--- src/rtl/speed_step_ctrl.sv ---
// Two-button speed stepper: synchronizes and debounces the raw buttons, then issues single
// and auto-repeating step pulses while tracking the resulting divider level.
module speed_step_ctrl #(
    parameter int unsigned DEB_MS     = 20,
    parameter int unsigned RPT_DLY_MS = 500,
    parameter int unsigned RPT_MS     = 100,
    parameter int unsigned LVL_MIN    = 9,
    parameter int unsigned LVL_MAX    = 26,
    parameter int unsigned LVL_RST    = 19
) (
    input  logic       clk,
    input  logic       rst,
    input  logic       m_f,
    input  logic [1:0] btn_raw,
    output logic [1:0] step,
    output logic [4:0] level,
    output logic       at_min,
    output logic       at_max
);

    localparam int unsigned MaxA = (DEB_MS > RPT_DLY_MS) ? DEB_MS : RPT_DLY_MS;
    localparam int unsigned MaxP = (MaxA > RPT_MS) ? MaxA : RPT_MS;
    localparam int unsigned CntW = $clog2(MaxP + 2);

    typedef logic [CntW-1:0] cnt_t;

    localparam cnt_t DebLim = cnt_t'(DEB_MS);
    localparam cnt_t DlyLim = cnt_t'(RPT_DLY_MS);
    localparam cnt_t RptLim = cnt_t'(RPT_MS);

    localparam logic [4:0] LvlMin = 5'(LVL_MIN);
    localparam logic [4:0] LvlMax = 5'(LVL_MAX);
    localparam logic [4:0] LvlRst = 5'(LVL_RST);

    typedef enum logic [1:0] {StIdle, StHold, StRepeat, StLock} state_e;

    // Counters hold at all-ones instead of wrapping.
    function automatic cnt_t sat_inc(input cnt_t v);
        return (v == '1) ? v : v + cnt_t'(1);
    endfunction

    logic [1:0]            sync1_q, sync2_q;
    logic [1:0]            stable_q, stable_d;
    logic [1:0]            stable_prev_q;
    logic [1:0][CntW-1:0]  deb_cnt_q, deb_cnt_d;

    state_e                state_q, state_d;
    logic [1:0]            act_q, act_d;
    cnt_t                  tick_q, tick_d;
    cnt_t                  tick_inc;
    logic [1:0]            rise;
    logic                  fire;

    logic [1:0]            step_q, step_d;
    logic [4:0]            level_q, level_d;
    logic                  at_min_q, at_max_q;

    // ---------------------------------------------------------------------------------------
    // Input synchronizer
    // ---------------------------------------------------------------------------------------
    always_ff @(posedge clk or negedge rst) begin
        if (!rst) begin
            sync1_q <= 2'b00;
            sync2_q <= 2'b00;
        end else begin
            sync1_q <= btn_raw;
            sync2_q <= sync1_q;
        end
    end

    // ---------------------------------------------------------------------------------------
    // Debounce: stable follows the synced value only after DEB_MS consecutive differing ticks
    // ---------------------------------------------------------------------------------------
    always_comb begin
        stable_d  = stable_q;
        deb_cnt_d = deb_cnt_q;
        for (int i = 0; i < 2; i++) begin
            if (sync2_q[i] == stable_q[i]) begin
                deb_cnt_d[i] = '0;
            end else if (m_f) begin
                if (sat_inc(deb_cnt_q[i]) >= DebLim) begin
                    stable_d[i]  = sync2_q[i];
                    deb_cnt_d[i] = '0;
                end else begin
                    deb_cnt_d[i] = sat_inc(deb_cnt_q[i]);
                end
            end
        end
    end

    always_ff @(posedge clk or negedge rst) begin
        if (!rst) begin
            stable_q      <= 2'b00;
            stable_prev_q <= 2'b00;
            deb_cnt_q     <= '0;
        end else begin
            stable_q      <= stable_d;
            stable_prev_q <= stable_q;
            deb_cnt_q     <= deb_cnt_d;
        end
    end

    // ---------------------------------------------------------------------------------------
    // Press / hold / repeat FSM
    // ---------------------------------------------------------------------------------------
    always_ff @(posedge clk or negedge rst) begin
        if (!rst) begin
            state_q <= StIdle;
            act_q   <= 2'b00;
            tick_q  <= '0;
        end else begin
            state_q <= state_d;
            act_q   <= act_d;
            tick_q  <= tick_d;
        end
    end

    assign rise     = stable_q & ~stable_prev_q;
    assign tick_inc = sat_inc(tick_q);

    always_comb begin
        state_d = state_q;
        act_d   = act_q;
        tick_d  = tick_q;
        fire    = 1'b0;
        if (stable_q == 2'b11) begin
            state_d = StLock;
            act_d   = 2'b00;
            tick_d  = '0;
        end else begin
            unique case (state_q)
                StIdle: begin
                    if (rise == 2'b01 || rise == 2'b10) begin
                        state_d = StHold;
                        act_d   = rise;
                        tick_d  = '0;
                        fire    = 1'b1;
                    end
                end
                StHold: begin
                    if ((stable_q & act_q) == 2'b00) begin
                        state_d = StIdle;
                        act_d   = 2'b00;
                        tick_d  = '0;
                    end else if (m_f) begin
                        if (tick_inc >= DlyLim) begin
                            state_d = StRepeat;
                            tick_d  = '0;
                            fire    = 1'b1;
                        end else begin
                            tick_d = tick_inc;
                        end
                    end
                end
                StRepeat: begin
                    if ((stable_q & act_q) == 2'b00) begin
                        state_d = StIdle;
                        act_d   = 2'b00;
                        tick_d  = '0;
                    end else if (m_f) begin
                        if (tick_inc >= RptLim) begin
                            tick_d = '0;
                            fire   = 1'b1;
                        end else begin
                            tick_d = tick_inc;
                        end
                    end
                end
                StLock: begin
                    if (stable_q == 2'b00) begin
                        state_d = StIdle;
                    end
                end
                default: begin
                    state_d = StIdle;
                    act_d   = 2'b00;
                    tick_d  = '0;
                end
            endcase
        end
    end

    // A requested step is dropped at the level bound; the FSM timing is unaffected.
    always_comb begin
        step_d = 2'b00;
        if (fire) begin
            if (act_d == 2'b10 && level_q < LvlMax) begin
                step_d = 2'b10;
            end else if (act_d == 2'b01 && level_q > LvlMin) begin
                step_d = 2'b01;
            end
        end
    end

    // ---------------------------------------------------------------------------------------
    // Level tracking, updated on the same edge that launches the step pulse
    // ---------------------------------------------------------------------------------------
    always_comb begin
        level_d = level_q;
        if (step_d[1]) begin
            level_d = level_q + 5'd1;
        end else if (step_d[0]) begin
            level_d = level_q - 5'd1;
        end
    end

    always_ff @(posedge clk or negedge rst) begin
        if (!rst) begin
            step_q   <= 2'b00;
            level_q  <= LvlRst;
            at_min_q <= 1'b0;
            at_max_q <= 1'b0;
        end else begin
            step_q   <= step_d;
            level_q  <= level_d;
            at_min_q <= (level_d == LvlMin);
            at_max_q <= (level_d == LvlMax);
        end
    end

    assign step   = step_q;
    assign level  = level_q;
    assign at_min = at_min_q;
    assign at_max = at_max_q;

endmodule

--- config.mk ---
export PLATFORM = sky130hd
export DESIGN_NAME = speed_step_ctrl
export DESIGN_NICKNAME = d
export VERILOG_FILES = /design/src/rtl/speed_step_ctrl.sv
export SDC_FILE = /design/constraint.sdc
export NUM_CORES = 1
export LEC_CHECK = 0
export ABC_AREA = 1
export ABC_CLOCK_PERIOD_IN_PS = 2430
export CORE_AREA = 2 2 103 55
export CTS_CLUSTER_SIZE = 8
export DETAILED_ROUTE_END_ITERATION = 10
export DIE_AREA = 0 0 105 57
export GPL_TIMING_DRIVEN = 0
export PLACE_DENSITY = 0.87
export SLEW_MARGIN = 30
export SYNTH_ARGS = -nofsm -noshare
export SYNTH_HDL_FRONTEND = slang
export SYNTH_SLANG_ARGS = --single-unit
--- constraint.sdc ---
create_clock -name clk -period 2.43 [get_ports clk]
set_input_delay 0.243 -clock clk [delete_from_list [all_inputs] [get_ports clk]]
set_output_delay 0.243 -clock clk [all_outputs]
set_load 0.02 [all_outputs]
==> out/qor.csv <==
metric,value,unit
outcome,completed,
sequential-to-total area share from yosys stat,41.2,%
CP endpoint kind,flip-flop,
initial antenna violation count,0,
Placer Congestion,0.893,
number of cell rows,19,
largest net degree at the start of global routing,49,
CTS tree,yes,
Routed WL,6810,um
chip height,57,um
Post-synth ARST share,100,%
pwr dens,415,mW/mm2
slowest CP cell,dfrtp_2,
Switching Share,22.5,%
I/O Buffers,13,
area of the multi-input gates,0.00161,mm2
Placeable Area,0.00518,mm2
Worst setup SP type,flip-flop,
relative slew slack,53.1,%
combinational share of power,3.7,%
adder-cell share of the synthesized area,5.14,%
Cell variety after synth,36,
# setup viols final,0,
Sw Pwr,0.327,mW
worst setup path category,reg2reg,
Max Slew Vio Count,0,
"Hold Violations, Final",0,
Mapped Area,0.00292,mm2
share of power burned in registers,55.8,%
dpl ws,-34.7,ps
grt ovf,0,
Tot GR Track Use,23.3,%
VDD IR max,255,uV
"FF+latch count, synth",48,
Area after DPL,0.00315,mm2
Setup WS post-layout,63.1,ps
layout cells sized above 1,18.6,%
maximum clock frequency,422,MHz
# fillers,426,
Root Driver,clkbuf_8,
number of global-route vias before repair,2445,
WP data arrival,2610,ps
mux contribution to synthesized area,0.685,%
compound-cell area share of the yosys netlist,11.0,%
Synth Area in XOR/XNOR,4.20,%
Syn Nets,397,
Worst Tran Pin Value,701,ps
ANT cells,0,
CTS Buf Count,5,
ys flop type,dfrtp_1,
Sink Count,48,
register area,0.00121,mm2
Final Skew,6.20,ps
vias after detailed routing,2688,
maxcap violations,0,
final instance area,0.00352,mm2
DRT iter0 DRCs,237,
clk_lat worst skew,310,ps
worst hold-check path type,reg2reg,
Syn Area/Cell,7.69,um2
TritonRoute pass-1 iters,5,
number of synthesized flops with an enable pin,0,
"Req. time, crit path",2680,ps
Pint,1.13,mW
Routed Antenna Nets,0,
maximum root-to-sink buffer count,2,
crit-path max cell delay,460,ps
"Reg clk slew, reported paths",90,ps
clock share of power,40.5,%
leak pwr,1.65,nW
min cycle time layout,2370,ps
Initial Util,56.4,%
Ys Warns,0,
drc violations,0,
total power,1.46,mW
Layout area overhead,20.3,%
final worst path period share,97.4,%
largest family of logic cells by synthesized area,simple AND/OR/NAND/NOR gates,
CP Max Fanout,6,
die area,0.00599,mm2
# IOs,14,
Final nets,436,
# H-tree levels,2,
HPWL Detailed,4530,um
post-DR vias/cell,5.45,
per-cell routed wire length,13.8,um
die width,105,um
first-pass GRT wire length,11100,um
post-synthesis simple-gate area fraction,29.8,%
Synth Instances,380,
crit-path cells,buf_4 -> buf_4 -> nand2_1 -> nand2_1 -> a21oi_2 -> nand2_2 -> a21oi_2 -> inv_2 -> nor2_4 -> nand3_4 -> nand2_2 -> nand2_2 -> a21oi_2 -> nand2_1 -> nor2_1,
==> cell type report <==
cell class | instances | area share [%]
multi-input combinational | 273 | 45.7
sequential | 48 | 34.4
timing repair buffer | 31 | 7.54
inverter | 59 | 6.33
tap | 73 | 2.60
clock buffer | 6 | 2.06
clock inverter | 2 | 0.996
buffer | 1 | 0.320
==> Yosys cell counts, types with 2 or more instances <==
library cell / n / area [um2]
mux2i_1: 2 / 20.0
nand3_1: 26 / 130
o31ai_1: 2 / 15.0
a21oi_1: 11 / 55.1
xnor2_1: 2 / 17.5
inv_1: 56 / 210
dfrtp_1: 45 / 1130
nor2_1: 42 / 158
a21oi_2: 2 / 17.5
nor2_4: 4 / 45.0
xor2_1: 12 / 105
nand2_2: 5 / 31.3
nor3_1: 2 / 10.0
dfstp_2: 3 / 78.8
o21ai_1: 3 / 15.0
o21a_1: 2 / 15.0
nor2_2: 4 / 25.0
o21bai_1: 4 / 30.0
o22ai_1: 7 / 43.8
nand4_1: 8 / 50.1
o21ai_0: 16 / 80.1
inv_2: 2 / 7.51
nand3_2: 4 / 40.0
nand2_1: 93 / 349
ha_1: 12 / 150
==> logic make-up after synthesis <==
family	after synthesis
compound gates	53
simple gates	191
xor+xnor	14
mux	2
flops	48
buf+inv	60
fa+ha+maj	12
==> flip-flops by register name, indices dropped and copies added (netlist names) <==
name	count
act_q	2
at_max	1
at_min	1
deb_cnt_q	18
level	5
stable_prev_q	2
stable_q	2
state_q	2
step	2
sync1_q	2
sync2_q	2
tick_q	9
==> power by group through the flow <==
stage	sequential [mW]	clock (mW)	combinational (mW)
finish	0.814	0.590	0.0540
detailed placement	0.830	0	0.0541
global route	0.816	0.637	0.0619
floorplan	0.829	0	0.0237
global placement	0.830	0	0.0518
CTS	0.814	0.598	0.0555
==> metrics by stage <==
step | TNS, ps | util (%) | std cells | hold WS (ps)
2_1_floorplan | 0 | - | 380 | -52.6
3_3_place_gp | -10350 | 60.7 | 466 | 334
3_5_place_dp | -63.2 | 60.7 | 466 | 297
4_1_cts | 0 | 63.9 | 476 | 360
5_1_grt | -116 | 67.9 | 493 | 357
6_report | 0 | 67.9 | 493 | 357
==> path summary, 6_finish.rpt <==
kind | start | to | slack, ps | cells after the start
setup / recovery | stable_q[0] | at_max | 60 | 15
hold / removal | sync1_q[0] | sync2_q[0] | 360 | 0
setup reg to reg | stable_q[0] | at_max | 60 | 15
hold reg to reg | sync1_q[0] | sync2_q[0] | 360 | 0
max in group asynchronous | rst | stable_q[0] | 1520 | 2
min in group asynchronous | rst | deb_cnt_q[15] | 470 | 2
==> routing by layer <==
metal	part of all wire (%)	routed length, um	track usage [%]	up-vias
met2	44	2990	34.3	98
met1	48	3260	34.7	1272
met3	6.7	455	4.57	11
li1	-	-	-	1307
met5	0	0	0	-
met4	1.5	104	8.00	0
==> layout by cell type, fill, tap and decap left out, drive strengths merged, types with 2 or more instances in the layout <==
master         count
a21oi             13
buf               19
clkbuf             6
clkdlybuf4s50     12
clkinv             2
dfrtp             45
dfstp              3
ha                12
inv               58
mux2i              2
nand2             98
nand3             32
nand4              8
nor2              50
nor3               2
o21a               2
o21ai             20
o21bai             4
o22ai              7
o31ai              2
xnor2              2
xor2              12
==> timing repair <==
action / CTS / global route
hold buffers: 1 / 0
pin swaps: 1 / 15
endpoints found under the setup margin: 3 / 8
gates resized for setup: 8 / 25
endpoints found under the hold margin: 45 / 0
buffers inserted: 1 / 16
gates cloned: 0 / 1
==> critical path, delay by kind of cell (launching register included) <==
family | cells | cell delay, ps
DFF | 1 | 460
buffers and inverters | 3 | 370
and+or+nand+nor | 9 | 970
AOI/OAI and AO/OA | 3 | 510
Power figures use the tool's default switching activity.
